$ cat config.mk
export PLATFORM = sky130hd
export DESIGN_NAME = stepper_sequencer
export DESIGN_NICKNAME = d
export VERILOG_FILES = /design/src/rtl/motor_pkg.sv /design/src/rtl/stepper_sequencer_pulse_edge_sync.sv /design/src/rtl/stepper_sequencer.sv
export SDC_FILE = /design/constraint.sdc
export NUM_CORES = 1
export LEC_CHECK = 0
export CAP_MARGIN = 30
export CORE_MARGIN = 1
export CORE_UTILIZATION = 30
export DETAILED_ROUTE_END_ITERATION = 10
export PLACE_DENSITY = 0.62
export SETUP_SLACK_MARGIN = 0.02
export SLEW_MARGIN = 40
export SYNTH_ARGS = -nofsm -noshare
export SYNTH_HDL_FRONTEND = slang
export SYNTH_SLANG_ARGS = --single-unit
$ cat constraint.sdc
create_clock -name clock_100Mhz -period 6 [get_ports clock_100Mhz]
set_input_delay 0.6 -clock clock_100Mhz [delete_from_list [all_inputs] [get_ports clock_100Mhz]]
set_output_delay 0.6 -clock clock_100Mhz [all_outputs]
set_load 0.03 [all_outputs]
$ cat src/rtl/motor_pkg.sv
// motor_pkg: shared state encoding and coil tables for the stepper sequencer
// Contents: state_t, COIL_OFF, FULL_STEP_TBL, HALF_STEP_TBL, IDX_W, coil_pattern()
// Build option: HALF_STEP_EN selects the 8-entry half-step table and a 3-bit phase index
package motor_pkg;
  typedef enum logic [1:0] {IDLE = 2'd0, RUN = 2'd1, DONE = 2'd2} state_t;
  localparam logic [3:0] COIL_OFF = 4'b0000;
  localparam logic [0:3][3:0] FULL_STEP_TBL = {4'b1100, 4'b0110, 4'b0011, 4'b1001};
  localparam logic [0:7][3:0] HALF_STEP_TBL = {4'b1000, 4'b1100, 4'b0100, 4'b0110,
                                               4'b0010, 4'b0011, 4'b0001, 4'b1001};
`ifdef HALF_STEP_EN
  localparam int IDX_W = 3;
`else
  localparam int IDX_W = 2;
`endif
  // Table length is 2^IDX_W, so the index wraps by plain overflow.
  function automatic logic [3:0] coil_pattern(input logic [IDX_W-1:0] i);
`ifdef HALF_STEP_EN
    return HALF_STEP_TBL[i];
`else
    return FULL_STEP_TBL[i];
`endif
  endfunction
endpackage

$ cat src/rtl/stepper_sequencer_pulse_edge_sync.sv
// pulse_edge_sync: synchronise an asynchronous level and emit a one-cycle tick per rising edge
// Ports: i_clk clock, i_rst async active-high reset, i_pulse async level in, o_tick one-cycle rising-edge tick
module pulse_edge_sync #(
  parameter int STAGES = 2
) (
  input  logic i_clk,
  input  logic i_rst,
  input  logic i_pulse,
  output logic o_tick
);
  logic [STAGES-1:0] r_sync;
  logic r_prev;
  always_ff @(posedge i_clk or posedge i_rst) begin
    if (i_rst) begin
      r_sync <= '0;
      r_prev <= 1'b0;
    end else begin
      r_sync <= {r_sync[STAGES-2:0], i_pulse};
      r_prev <= r_sync[STAGES-1];
    end
  end
  assign o_tick = r_sync[STAGES-1] & ~r_prev;
endmodule

$ cat src/rtl/stepper_sequencer.sv
// stepper_sequencer: steps a 4-coil stepper phase pattern once per rising edge of pulso_lento for a commanded move
// Ports: clock_100Mhz/reset (async, active-high); pulso_lento step pulse; cmd_valid/cmd_ready/cmd_steps/cmd_dir command;
//        abort, hold_en controls; coils pattern {A,B,C,D}; busy, done, position (signed, wraps), remaining status
// Build option: HALF_STEP_EN selects half-step sequencing
module stepper_sequencer
  import motor_pkg::*;
#(
  parameter int STEP_W      = 16,
  parameter int POS_W       = 16,
  parameter int SYNC_STAGES = 2
) (
  input  logic                    clock_100Mhz,
  input  logic                    reset,
  input  logic                    pulso_lento,
  input  logic                    cmd_valid,
  output logic                    cmd_ready,
  input  logic [STEP_W-1:0]       cmd_steps,
  input  logic                    cmd_dir,
  input  logic                    abort,
  input  logic                    hold_en,
  output logic [3:0]              coils,
  output logic                    busy,
  output logic                    done,
  output logic signed [POS_W-1:0] position,
  output logic [STEP_W-1:0]       remaining
);
  state_t r_state, w_state_n;
  logic [IDX_W-1:0] r_idx, w_idx_n;
  logic [POS_W-1:0] r_pos, w_pos_n;
  logic [STEP_W-1:0] r_rem, w_rem_n;
  logic [3:0] r_coils, w_coils_n;
  logic r_dir, w_dir_n, w_tick, w_step;

  pulse_edge_sync #(.STAGES(SYNC_STAGES)) u_sync (
    .i_clk  (clock_100Mhz),
    .i_rst  (reset),
    .i_pulse(pulso_lento),
    .o_tick (w_tick)
  );

  always_ff @(posedge clock_100Mhz or posedge reset) begin
    if (reset) begin
      r_state <= IDLE;
      r_idx   <= '0;
      r_pos   <= '0;
      r_rem   <= '0;
      r_dir   <= 1'b0;
      r_coils <= COIL_OFF;
    end else begin
      r_state <= w_state_n;
      r_idx   <= w_idx_n;
      r_pos   <= w_pos_n;
      r_rem   <= w_rem_n;
      r_dir   <= w_dir_n;
      r_coils <= w_coils_n;
    end
  end

  always_comb begin
    w_state_n = r_state;
    w_rem_n   = r_rem;
    w_dir_n   = r_dir;
    // abort outranks a coincident tick
    w_step    = (r_state == RUN) && w_tick && !abort;
    case (r_state)
      IDLE: if (cmd_valid) begin
        w_dir_n   = cmd_dir;
        w_rem_n   = cmd_steps;
        w_state_n = (cmd_steps != '0) ? RUN : DONE;
      end
      RUN: if (abort) begin
        w_rem_n   = '0;
        w_state_n = DONE;
      end else if (w_tick) begin
        w_rem_n   = r_rem - STEP_W'(1);
        w_state_n = (r_rem == STEP_W'(1)) ? DONE : RUN;
      end
      default: w_state_n = IDLE;
    endcase
    w_idx_n   = w_step ? r_idx + (r_dir ? IDX_W'(1) : {IDX_W{1'b1}}) : r_idx;
    w_pos_n   = w_step ? r_pos + (r_dir ? POS_W'(1) : {POS_W{1'b1}}) : r_pos;
    // the final step of a move is always shown; afterwards hold_en decides
    w_coils_n = (w_state_n == RUN || w_step || hold_en) ? coil_pattern(w_idx_n) : COIL_OFF;
  end

  assign cmd_ready = (r_state == IDLE);
  assign busy      = (r_state == RUN);
  assign done      = (r_state == DONE);
  assign coils     = r_coils;
  assign position  = r_pos;
  assign remaining = r_rem;
endmodule

==> results of run 1 <==
## power breakdown
part | switching [mW] | total, mW | leakage, nW | internal [mW]
Clock | 0.115 | 0.240 | 0.0583 | 0.126
Sequential | 0.150 | 0.579 | 0.541 | 0.429
Combinational | 0.862 | 1.47 | 0.889 | 0.609
## worst max-delay path: cells and delay by family, from the launching register on
family | cells | cell delay [ns]
DFF | 1 | 0.50
xor gates and xnor gates | 1 | 0.17
and+or+nand+nor | 1 | 0.27
buffers and inverters | 1 | 0.34
adders and majority gates | 1 | 0.48
AOI/OAI and AO/OA | 4 | 0.89
## through the flow
stage	instance area (sq um)	utilization	cells	worst slack, ns
2_1_floorplan	2780	-	317	3.55
3_3_place_gp	3480	0.393	475	3.06
3_5_place_dp	3480	0.393	475	3.00
4_1_cts	3590	0.406	483	3.18
5_1_grt	3600	0.407	483	2.93
6_report	3600	0.407	483	3.20
## metal layers
metal / vias to the layer above / global-route usage / wire length (microns)
met5: - / 0 / 0
met2: 66 / 0.250 / 3320
met4: 0 / 0.0344 / 37
met3: 6 / 0.0408 / 302
li1: 1275 / - / -
met1: 1235 / 0.199 / 3310
## synth_stat cells, drive strengths merged
library cell / number
nand2: 35
o21ai: 48
ha: 16
nand3: 4
nor2: 24
nor3: 12
buf: 1
or3b: 2
dfrtp: 44
xnor2: 8
o211ai: 2
a21o: 6
o21bai: 2
fa: 1
mux2i: 3
a22oi: 4
or3: 2
and2: 1
inv: 9
o2111ai: 2
clkbuf: 10
or4: 1
o21a: 2
xor2: 8
a211oi: 5
nor2b: 4
a32oi: 3
a211o: 2
o311ai: 2
nor4: 11
mux2: 1
a2111o: 1
o31ai: 3
nor3b: 3
a22o: 1
a31oi: 1
nand2b: 3
a21oi: 26
nand4b: 2
nand4: 2
## registers in the layout, summed over array words and instances, names as in the netlist
signal	count
r_dir	1
u_sync.r_prev	1
coils	4
r_idx	2
remaining	16
r_state	2
u_sync.r_sync	2
position	16
## cells by family (layout without fill, tap and decap cells)
group / after synthesis / in the layout / synth area share
compound gates: 110 / 110 / 0.236
mux: 4 / 4 / 0.0149
fa+ha+maj: 17 / 17 / 0.0792
flops: 44 / 44 / 0.396
buf+inv: 20 / 78 / 0.0297
xor+xnor: 16 / 16 / 0.0504
simple gates: 106 / 106 / 0.194
## how the worst min path moves through the flow
| stage | from | endpoint | cells past startpoint |
|---|---|---|---|
| final | u_sync.r_sync[0] | u_sync.r_sync[1] | 0 |
| after detailed placement | u_sync.r_sync[0] | u_sync.r_sync[1] | 0 |
| after global placement | u_sync.r_sync[0] | u_sync.r_sync[1] | 0 |
| after global routing | u_sync.r_sync[0] | u_sync.r_sync[1] | 0 |
| after floorplan | u_sync.r_sync[0] | u_sync.r_sync[1] | 0 |
| after CTS | u_sync.r_sync[0] | u_sync.r_sync[1] | 0 |
## layout make-up
| cell class | count | area share |
|---|---|---|
| multi-input combinational | 253 | 0.445 |
| sequential | 44 | 0.306 |
| inverter | 9 | 0.0101 |
| timing repair buffer | 61 | 0.169 |
| clock buffer | 5 | 0.0191 |
| clock inverter | 3 | 0.0132 |
| tap | 108 | 0.0375 |
==> metrics, run 1 <==
status=complete, but fails checks; failing checks=DRC; Layout Skew=between 0.004 and 0.005 ns; number of gates resized after cts=0; die area=9650 sq um; row count=34; share of the synthesized area in the top cell type=0.396; Synth cell types=46; area occupied by multi-input gates=1600 sq um; DRT iter0 DRCs=108; power density over the cells=636 nW/um^2; worst-path fanout max=15; Syn. warnings=0; fmax=around 360 MHz; DP HPWL=between 5 and 6 mm; GPL Wtd Cong=between 0.8 and 0.9; Core Area=8850 sq um; Critical Path Start Type=flop; TritonCTS Buffers=5; antenna violations before repair=0; reg2reg start=r_dir; NumNets Final=between 400 and 500; CTS Hold Bufs=0; cell count after synthesis=~320; total congestion overflow=0; vias in the first global route=between 2,000 and 3,000; Crit Path Category=reg2reg; Max Cap Viol=0; CP arrival=2.97 ns; clock root buffer=clkbuf_8; Final Slew Violations=0; Design Power=2.29 mW; Filler cells=903; Critical Path Slowest Stage Cell=dfrtp_1; crit path time final=2.80 ns; sequential area share after synthesis=0.396; Setup crit start=r_dir; Critical Path Sink=position[14]; Leak Pwr=1.49 nW; pin count of the biggest net entering global routing=45; crit end category=flop; min-delay worst type=reg2reg; FF+latch count, synth=44; WL final=6.96 mm; Final period util=0.466; register area=1100 sq um; clock-pin slew on the worst setup and hold paths=0.09 ns; post-synth top area cell=dfrtp_1; die width=98.2 microns; htree depth=2; global router's overall resource usage=0.152; CTS max path bufs=2; most frequent cells in the layout=61 x clkdlybuf4s50_1, 47 x o21ai_0, 44 x dfrtp_1, 35 x nand2_1, 26 x a21oi_1; Layout area overhead=29.7%; crit path cell chain=inv_1, ha_1, a211oi_1, nor2_1, o211ai_1, o311ai_0, xnor2_1, o21ai_0; DR vias/cell=5.35; final hold slack=0.362 ns; Crit Reg-Reg Endpoint=position[14]; Reg2Reg Depth=8; RSZ-0062 raised after global routing=no; Antenna diodes=0; Routed wire per std cell=14.4 microns; Mapped Area=2780 sq um; CTS tree=yes; Max VDD drop=between 0.2 and 0.25 mV; PortBufs=61; worst-margin pin slew=0.710 ns; share of layout cells above drive strength 1=0.0453; Setup TNS=0 ns; Synthesized Nets=between 300 and 400; critical path's largest stage delay=roughly 0.5 ns; Max-slew headroom=0.526; internal reg-to-reg setup slack=3.20 ns; DRC viols=1; global-route wire length before repair=11.9 mm; vias=2,582; setup violators final=0; Req. time, crit path=about 6 ns; Fin. Hold Viols=0; initial core utilization=0.314; Detail Route Antenna Nets=0; commonest non-fill, non-tap cell in the layout=clkdlybuf4s50_1; Avg Cell Area, Syn=8.77 sq um; top cells by area, synth=dfrtp_1 40%, o21ai_0 8.5%, ha_1 7.2%; Boundary Pins=62; postcts setup bufs=0; clock sink count=44; clock latency at the later pin of the worst-skew pair=0.31 ns; DIE HEIGHT=98.2 microns; Initial DRT Pass Iterations=9
Power figures use the tool's default switching activity.
==> run 2: changes to the inputs <==
==> constraint.sdc (replaced) <==
create_clock -name clock_100Mhz -period 2.8 [get_ports clock_100Mhz]
set_input_delay 0.28 -clock clock_100Mhz [delete_from_list [all_inputs] [get_ports clock_100Mhz]]
set_output_delay 0.28 -clock clock_100Mhz [all_outputs]
set_load 0.03 [all_outputs]
==> metrics, run 2 (synthesis gave the netlist of run 1 again) <==
Detail Route Antenna Nets=0 (unchanged); Leak Pwr=1.53 nW (+2.9%); clock latency at the later pin of the worst-skew pair=0.29 ns (-0.02 ns); GR Layer Usage met3=0.0329 (-0.00787); share of layout cells above drive strength 1=0.0672 (+0.0219); Max VDD drop=0.552 mV (+120%); die area=9650 sq um (unchanged); fmax=423 MHz (+18%); pin count of the biggest net entering global routing=26 (-42%); clock root buffer=clkbuf_8; most frequent cells in the layout=61 x clkdlybuf4s50_1, 47 x o21ai_0, 44 x dfrtp_1, 35 x nand2_1, 26 x a21oi_1; Routed wire per std cell=14.4 microns (+0.20%); Max Cap Viol=0 (unchanged); CTS max path bufs=2 (unchanged); met2 Use GR=0.272 (+0.0222); Core Area=8850 sq um (unchanged); crit end category=flop; Critical Path Start Type=flop; total congestion overflow=0 (unchanged); setup violators final=0 (unchanged); Crit Path Category=reg2reg; clock sink count=44 (unchanged); GPL Wtd Cong=0.861 (+5.0%); M1 GR Usage=0.198 (-0.00107); Fin. Hold Viols=0 (unchanged); commonest non-fill, non-tap cell in the layout=clkdlybuf4s50_1; TritonCTS Buffers=5 (unchanged); NumNets Final=426 (+2.9%); power density over the cells=1330 nW/um^2 (+110%); Layout area overhead=31.7%; Top Usage Layer GRT=met2; worst-margin pin slew=0.681 ns (-0.0289 ns); DRC viols=1 (unchanged); DR vias/cell=5.20 (-2.7%); DIE HEIGHT=98.2 microns (unchanged); vias=2,575 (-0.27%); number of gates resized after cts=0 (unchanged); status=complete, but fails checks; PortBufs=61 (unchanged); Setup TNS=0 ns (unchanged); worst-path fanout max=15 (unchanged); initial core utilization=0.314 (unchanged); failing checks=DRC; WL final=7.15 mm (+2.7%); Final period util=0.844 (+0.378); Max-slew headroom=0.546 (+0.0204); die width=98.2 microns (unchanged); DRT iter0 DRCs=51 (-53%); postcts setup bufs=0 (unchanged); CTS Hold Bufs=0 (unchanged); post-place instance area=3570 sq um (+2.5%); vias in the first global route=2,521 (-1.5%); row count=34 (unchanged); htree depth=2 (unchanged); Final Slew Violations=0 (unchanged); global router's overall resource usage=0.155 (+0.00289); DP HPWL=5.41 mm (+6.3%); global-route wire length before repair=12.1 mm (+1.7%); Initial DRT Pass Iterations=9 (unchanged); CP arrival=2.57 ns (-0.40 ns); crit path time final=2.36 ns (-0.434 ns); RSZ-0062 raised after global routing=no; clock-pin slew on the worst setup and hold paths=0.09 ns (about the same); Boundary Pins=62 (unchanged); Req. time, crit path=3.01 ns (-3.16 ns); min-delay worst type=in2async; CTS tree=yes; Antenna diodes=0 (unchanged); antenna violations before repair=0 (unchanged); Layout Skew=0.00986 ns (+0.00550 ns); fin area=3660 sq um (+1.6%)
[run 2: final timing paths]
check / depth (start not counted) / slack (ns) / endpoint / startpoint
max reg2reg: 9 / 0.44 / position[11] / r_dir
max: 9 / 0.44 / position[11] / r_dir
max in group asynchronous: 3 / 1.89 / u_sync.r_sync[0] / reset
min in group clock_100Mhz: 0 / 0.35 / u_sync.r_sync[1] / u_sync.r_sync[0]
min: 2 / 0.31 / position[1] / reset
min reg2reg: 0 / 0.35 / u_sync.r_sync[1] / u_sync.r_sync[0]
[run 2: report_power, final]
part           switching [mW]  leakage, nW  total [mW]  internal (mW)
Sequential              0.300        0.541        1.22          0.920
Combinational            1.86        0.946        3.22           1.36
Clock                   0.228       0.0445       0.429          0.201
[run 2: routing by layer]
layer	up-vias	share of wire
li1	1299	-
met1	1207	0.47
met2	63	0.48
met3	6	0.044
met4	0	0.0070
met5	-	0
[run 2: layout make-up]
class	count	area, sq um
fillers	922	5190
well taps	108	135
flip-flops and latches	44	1100
inverters	9	33.8
clock buffers	7	86.3
multi-input cells	253	1600
repair buffers	73	701
clock inverters	1	7.51
[run 2: worst max-delay path, cell delays in order (launching register included)]
cell and delay (ns):
dfrtp_1 0.38, inv_1 0.05, buf_4 0.21, ha_1 0.32, a211o_1 0.27, a211o_1 0.27, o21ai_1 0.30, o21ai_0 0.18
xnor2_1 0.14, o21ai_0 0.14
[run 2: stage by stage]
stage | cells | worst slack [ns] | util | hold slack [ns] | power, mW
after CTS | 495 | 0.423 | 0.414 | 0.327 | 4.90
after global placement | 487 | 0.505 | 0.403 | 0.336 | 4.42
after floorplan | 317 | 0.353 | - | 0.311 | 3.39
final | 495 | 0.436 | 0.414 | 0.305 | 4.87
after detailed placement | 487 | 0.440 | 0.403 | 0.339 | 4.45
after global routing | 495 | 0.205 | 0.414 | 0.345 | 5.31
